$ cat src/rtl/shake_arbiter.sv
// Round-robin owner arbitration for the shared SHAKE core.
// One requester owns the core for a whole job. The core is cleared for one
// cycle between jobs so that no Keccak state carries over to the next owner.
//
//   state    | meaning
//   ---------+--------------------------------------------------------------
//   ST_IDLE  | no owner, core held; arbitrate among req from rr_ptr upward
//   ST_BUSY  | owner's controls muxed to core, core status routed to owner
//   ST_FLUSH | one-cycle core clear after the owner's rel, no grant
module shake_arbiter #(
  parameter int N_REQ = 4,
  parameter int DW    = 64,
  parameter int IW    = 2
) (
  input  logic                  clk,
  input  logic                  reset,
  input  logic [N_REQ-1:0]      req,
  input  logic [N_REQ-1:0]      rel,
  output logic [N_REQ-1:0]      gnt,
  output logic [IW-1:0]         owner,
  input  logic [N_REQ-1:0]      rq_in_ready,
  input  logic [N_REQ-1:0]      rq_is_last,
  input  logic [N_REQ-1:0]      rq_squeeze,
  input  logic [N_REQ-1:0]      rq_mode,
  input  logic [2*N_REQ-1:0]    rq_byte_num,
  input  logic [DW*N_REQ-1:0]   rq_data,
  output logic                  sha_in_ready,
  output logic                  sha_is_last,
  output logic                  sha_squeeze,
  output logic                  sha_mode,
  output logic [1:0]            sha_byte_num,
  output logic [DW-1:0]         sha_data,
  output logic                  sha_hold,
  output logic                  sha_clear,
  input  logic                  sha_out_ready,
  output logic [N_REQ-1:0]      rq_out_ready
);

  typedef enum logic [1:0] {
    ST_IDLE,
    ST_BUSY,
    ST_FLUSH
  } state_e;

  state_e           state_q, state_d;
  logic [N_REQ-1:0] gnt_q, gnt_d;
  logic [IW-1:0]    owner_q, owner_d;
  logic [IW-1:0]    rr_ptr_q, rr_ptr_d;

  logic             win_found;
  logic [IW-1:0]    win_idx;
  logic [IW:0]      cand;

  // Circular search from rr_ptr; scanning downward lets the nearest hit win.
  always_comb begin
    win_found = 1'b0;
    win_idx   = '0;
    cand      = '0;
    for (int i = N_REQ - 1; i >= 0; i--) begin
      cand = {1'b0, rr_ptr_q} + (IW+1)'(i);
      if (cand >= (IW+1)'(N_REQ)) begin
        cand = cand - (IW+1)'(N_REQ);
      end
      if (req[cand[IW-1:0]]) begin
        win_found = 1'b1;
        win_idx   = cand[IW-1:0];
      end
    end
  end

  // Next-state, grant and round-robin pointer update.
  always_comb begin
    state_d  = state_q;
    gnt_d    = gnt_q;
    owner_d  = owner_q;
    rr_ptr_d = rr_ptr_q;
    case (state_q)
      ST_IDLE: begin
        if (win_found) begin
          state_d          = ST_BUSY;
          gnt_d            = '0;
          gnt_d[win_idx]   = 1'b1;
          owner_d          = win_idx;
        end
      end
      ST_BUSY: begin
        // Only the owner's rel ends the job; dropping req does not.
        if (rel[owner_q]) begin
          state_d  = ST_FLUSH;
          gnt_d    = '0;
          rr_ptr_d = (owner_q == IW'(N_REQ - 1)) ? '0 : owner_q + IW'(1);
        end
      end
      ST_FLUSH: begin
        state_d = ST_IDLE;
        gnt_d   = '0;
      end
      default: begin
        state_d = ST_IDLE;
        gnt_d   = '0;
      end
    endcase
  end

  // Registered arbitration state; reset aborts any job without a flush.
  always_ff @(posedge clk) begin
    if (reset) begin
      state_q  <= ST_IDLE;
      gnt_q    <= '0;
      owner_q  <= '0;
      rr_ptr_q <= '0;
    end else begin
      state_q  <= state_d;
      gnt_q    <= gnt_d;
      owner_q  <= owner_d;
      rr_ptr_q <= rr_ptr_d;
    end
  end

  // Core-side mux from the owner and status return to the owner only.
  always_comb begin
    sha_in_ready = 1'b0;
    sha_is_last  = 1'b0;
    sha_squeeze  = 1'b0;
    sha_mode     = 1'b0;
    sha_byte_num = '0;
    sha_data     = '0;
    sha_hold     = 1'b1;
    sha_clear    = (state_q == ST_FLUSH);
    rq_out_ready = '0;
    if (state_q == ST_BUSY) begin
      sha_hold = 1'b0;
      for (int k = 0; k < N_REQ; k++) begin
        if (owner_q == IW'(k)) begin
          sha_in_ready    = rq_in_ready[k];
          sha_is_last     = rq_is_last[k];
          sha_squeeze     = rq_squeeze[k];
          sha_mode        = rq_mode[k];
          sha_byte_num    = rq_byte_num[2*k +: 2];
          sha_data        = rq_data[DW*k +: DW];
          rq_out_ready[k] = sha_out_ready;
        end
      end
    end
  end

  assign gnt   = gnt_q;
  assign owner = owner_q;

endmodule

$ cat config.mk
export PLATFORM = sky130hd
export DESIGN_NAME = shake_arbiter
export DESIGN_NICKNAME = d
export VERILOG_FILES = /design/src/rtl/shake_arbiter.sv
export SDC_FILE = /design/constraint.sdc
export NUM_CORES = 1
export LEC_CHECK = 0
export ABC_AREA = 0
export BUFFER_PORTS_ARGS = -buffer_cell sky130_fd_sc_hd__buf_2
export CORE_AREA = 2 2 144 146
export CTS_CLUSTER_DIAMETER = 120
export CTS_CLUSTER_SIZE = 8
export DETAILED_ROUTE_END_ITERATION = 7
export DIE_AREA = 0 0 146 148
export GPL_TIMING_DRIVEN = 0
export HOLD_SLACK_MARGIN = 0.03
export PLACE_DENSITY_LB_ADDON = 0.1
export SLEW_MARGIN = 20
export SYNTH_ARGS = -nofsm -noshare
export SYNTH_HDL_FRONTEND = slang
export SYNTH_SLANG_ARGS = --single-unit
$ cat constraint.sdc
create_clock -name clk -period 1.9 [get_ports clk]
set_input_delay 0.095 -clock clk [delete_from_list [all_inputs] [get_ports clk]]
set_output_delay 0.095 -clock clk [all_outputs]
set_load 0.02 [all_outputs]
==> results.ini <==
[run_status]
status = finished, violations left
violations = negative setup slack

[detailed_routing]
dr_wl_met3_mm = 1.30
dr_wl_met2_mm = 10.7
routedLengthMet1_mm = 8.21
vias = 5065
firstDrtPassIters = 4
wirelength_mm = 20.5
drt_iter0_markers = 149
wire_per_inst_um = 19.0
ant_nets = 0
top_layer = met5
routed_via_density = 4.69
drc = 0

[placement]
gp_congestion = 0.813
port_buffers = 371
hpwl_mm = 15.5
placed_cell_area_mm2 = 0.00530

[sta]
slew_headroom_pct = 68.6
timing.final.ws_setup_ns = -0.116
period_needed_ns = 2.02
setup_viol = 65
timing.final.crit_share_pct = 106
rsz0062_at_grt = yes
final.setup.tns_ns = -3.15
hold_viol = 0
fmax_mhz = 496
max_slew.worst_pin.slew_ns = 0.467
fin_skew_ns = 0.000459
finalMaxSlewViolations = 0

[setup_path]
worstPathArrival_ns = 1.92
cp_slowest_cell = dfxtp_4
critPathTopFamily = buffers and inverters
required_ns = 1.80
crit_chain = buf_4 > ha_4 > nand2b_4 > buf_12 > buf_16 > o31ai_4 > buf_6
cpPeakStageDelay_ns = 0.37
crit_cells = 7
path_class = reg -> out
endpoint_kind = primary output
cp.buffers_inverters = 4
ff2ff_path_depth = 4
start_kind = flop
cp_max_fo = 6

[global_route]
grt_pass1_wl_mm = 30.0
grt_antenna_before_repair = 3
grtUsageTotal_pct = 17.4
grt_overflow = 0
grt_max_degree = 11
grt_pass1_vias = 5195

[clock_tree]
cts_max_path_buffers = 2
h-tree-depth = 1
clock-sinks = 10
numCtsBuffers = 3
clock_latency_ns = 0.23
cts_tree = yes
postCtsHoldBufs = 0
clockRootBuffer = clkbuf_16
path_clk_slew_ns = 0.04

[yosys]
syn-cell-area_mm2 = 0.00275
syn-num-nets = 699
ys_seq_area_share_pct = 7.29
yosys_register_bits = 10
avgSynthCellArea_um2 = 6.80
syn_inst = 404
yosys_warnings = 0
ys_types = 29

[power_and_ir_drop]
power_density_mw_per_mm2 = 528
report.power.total_mw = 3.84
ir_drop_mv = 0.235
p_leak_nw = 3.24

[die]
start_util_pct = 13.7
core-area_mm2 = 0.0200
ios = 373
die_w_um = 146
rows = 52
chipHeight_um = 148
die-area_mm2 = 0.0216

[min_path]
min_path_cells = 2
hold_path.class = in -> reg

[finish]
antenna_cells = 0
layout-area-overhead-vs-synth_pct = 165
layout.nets = 1107
drive_gt1_share_pct = 75.7
layout_common_cells = buf_2, buf_4, nor2b_1
final_cell_area_mm2 = 0.00727
final_common_cell = buf_2

[flow_run]
maxCapViolCount = 0

## flip-flops by register name (all words and copies together) (netlist names)
name      cells
state_q       2
owner         2
gnt           4
rr_ptr_q      2
## cells by family (layout without fill, tap and decap cells)
kind of cell	count (synthesis)	in the layout	share of synthesized area, %
and+or+nand+nor	172	173	34.8
DFF	10	10	7.29
buffers and inverters	61	467	8.83
adders and majority gates	4	4	1.82
AOI/OAI and AO/OA	155	155	46.0
muxes	2	2	1.18
## cell usage after synthesis
cell type	count	area share, %
a32o_2	2	0.82
a311oi_1	1	0.32
ha_1	4	1.8
nand2_1	5	0.68
o21ai_0	1	0.18
or2_2	2	0.46
a32o_1	2	0.73
nand2b_1	3	0.68
clkbuf_2	1	0.18
buf_1	3	0.41
a21oi_1	7	1.3
inv_1	4	0.55
and3_1	4	0.91
nand3_1	71	13
nor3_1	1	0.18
a2111oi_4	1	1.0
dfxtp_1	10	7.3
clkbuf_1	43	5.9
a221oi_1	69	22
buf_2	10	1.8
a22o_1	1	0.32
nor4_1	1	0.23
nand3b_1	1	0.27
o31ai_1	71	19
or3_1	3	0.68
mux2i_1	1	0.36
mux4_2	1	0.82
nor2b_1	74	17
nor2_1	7	0.96
## through the flow
| step | setup slack (ns) | util [%] | instances | hold WS [ns] |
|---|---|---|---|---|
| after global placement | -0.992 | 26.4 | 1045 | 0.464 |
| final | -0.116 | 36.3 | 1081 | 0.247 |
| after CTS | -0.191 | 34.3 | 1078 | 0.247 |
| after floorplan | -0.0138 | - | 404 | 0.377 |
| after detailed placement | -1.03 | 26.4 | 1045 | 0.455 |
| after global routing | -0.176 | 36.3 | 1081 | 0.272 |
## final cells by class
type | instances | area (um^2)
Sequential cell | 10 | 209
Multi-Input combinational cell | 334 | 3570
Timing Repair Buffer | 409 | 2470
Buffer | 50 | 569
Inverter | 4 | 22.5
Clock buffer | 4 | 88.8
Fill cell | 2132 | 12800
Tap cell | 270 | 338
## power by group
part           internal [mW]  switching (mW)
Sequential             0.230          0.0219
Clock                  0.316          0.0931
Combinational           1.57            1.61
## worst reg2reg max path, stage by stage, from the launching register on
cell and delay, ns:
dfxtp_4 0.39, buf_4 0.14, mux4_2 0.57, a2111oi_4 0.46
a32o_2 0.18
## path summary, 6_finish.rpt
check	from	to	slack, ns
worst max-delay path	owner[0]	sha_data[12]	-0.12
worst min-delay path	reset	owner[1]	0.25
worst max register to register	owner[0]	gnt[1]	0.11
worst min register to register	gnt[2]	gnt[2]	0.46
## routing by layer
metal,global-route usage [%],vias up
met5,0,-
met4,2.48,4
met3,3.12,20
met2,32.5,233
met1,21.1,2355
li1,-,2453
## what timing repair did
action / 4_1_cts / 5_1_grt
endpoints found under the setup margin: 73 / 69
resized for setup: 261 / 85
pin swaps: 23 / 38
setup buffers: 21 / 9
cloned: 10 / 1
Power figures use the tool's default switching activity.
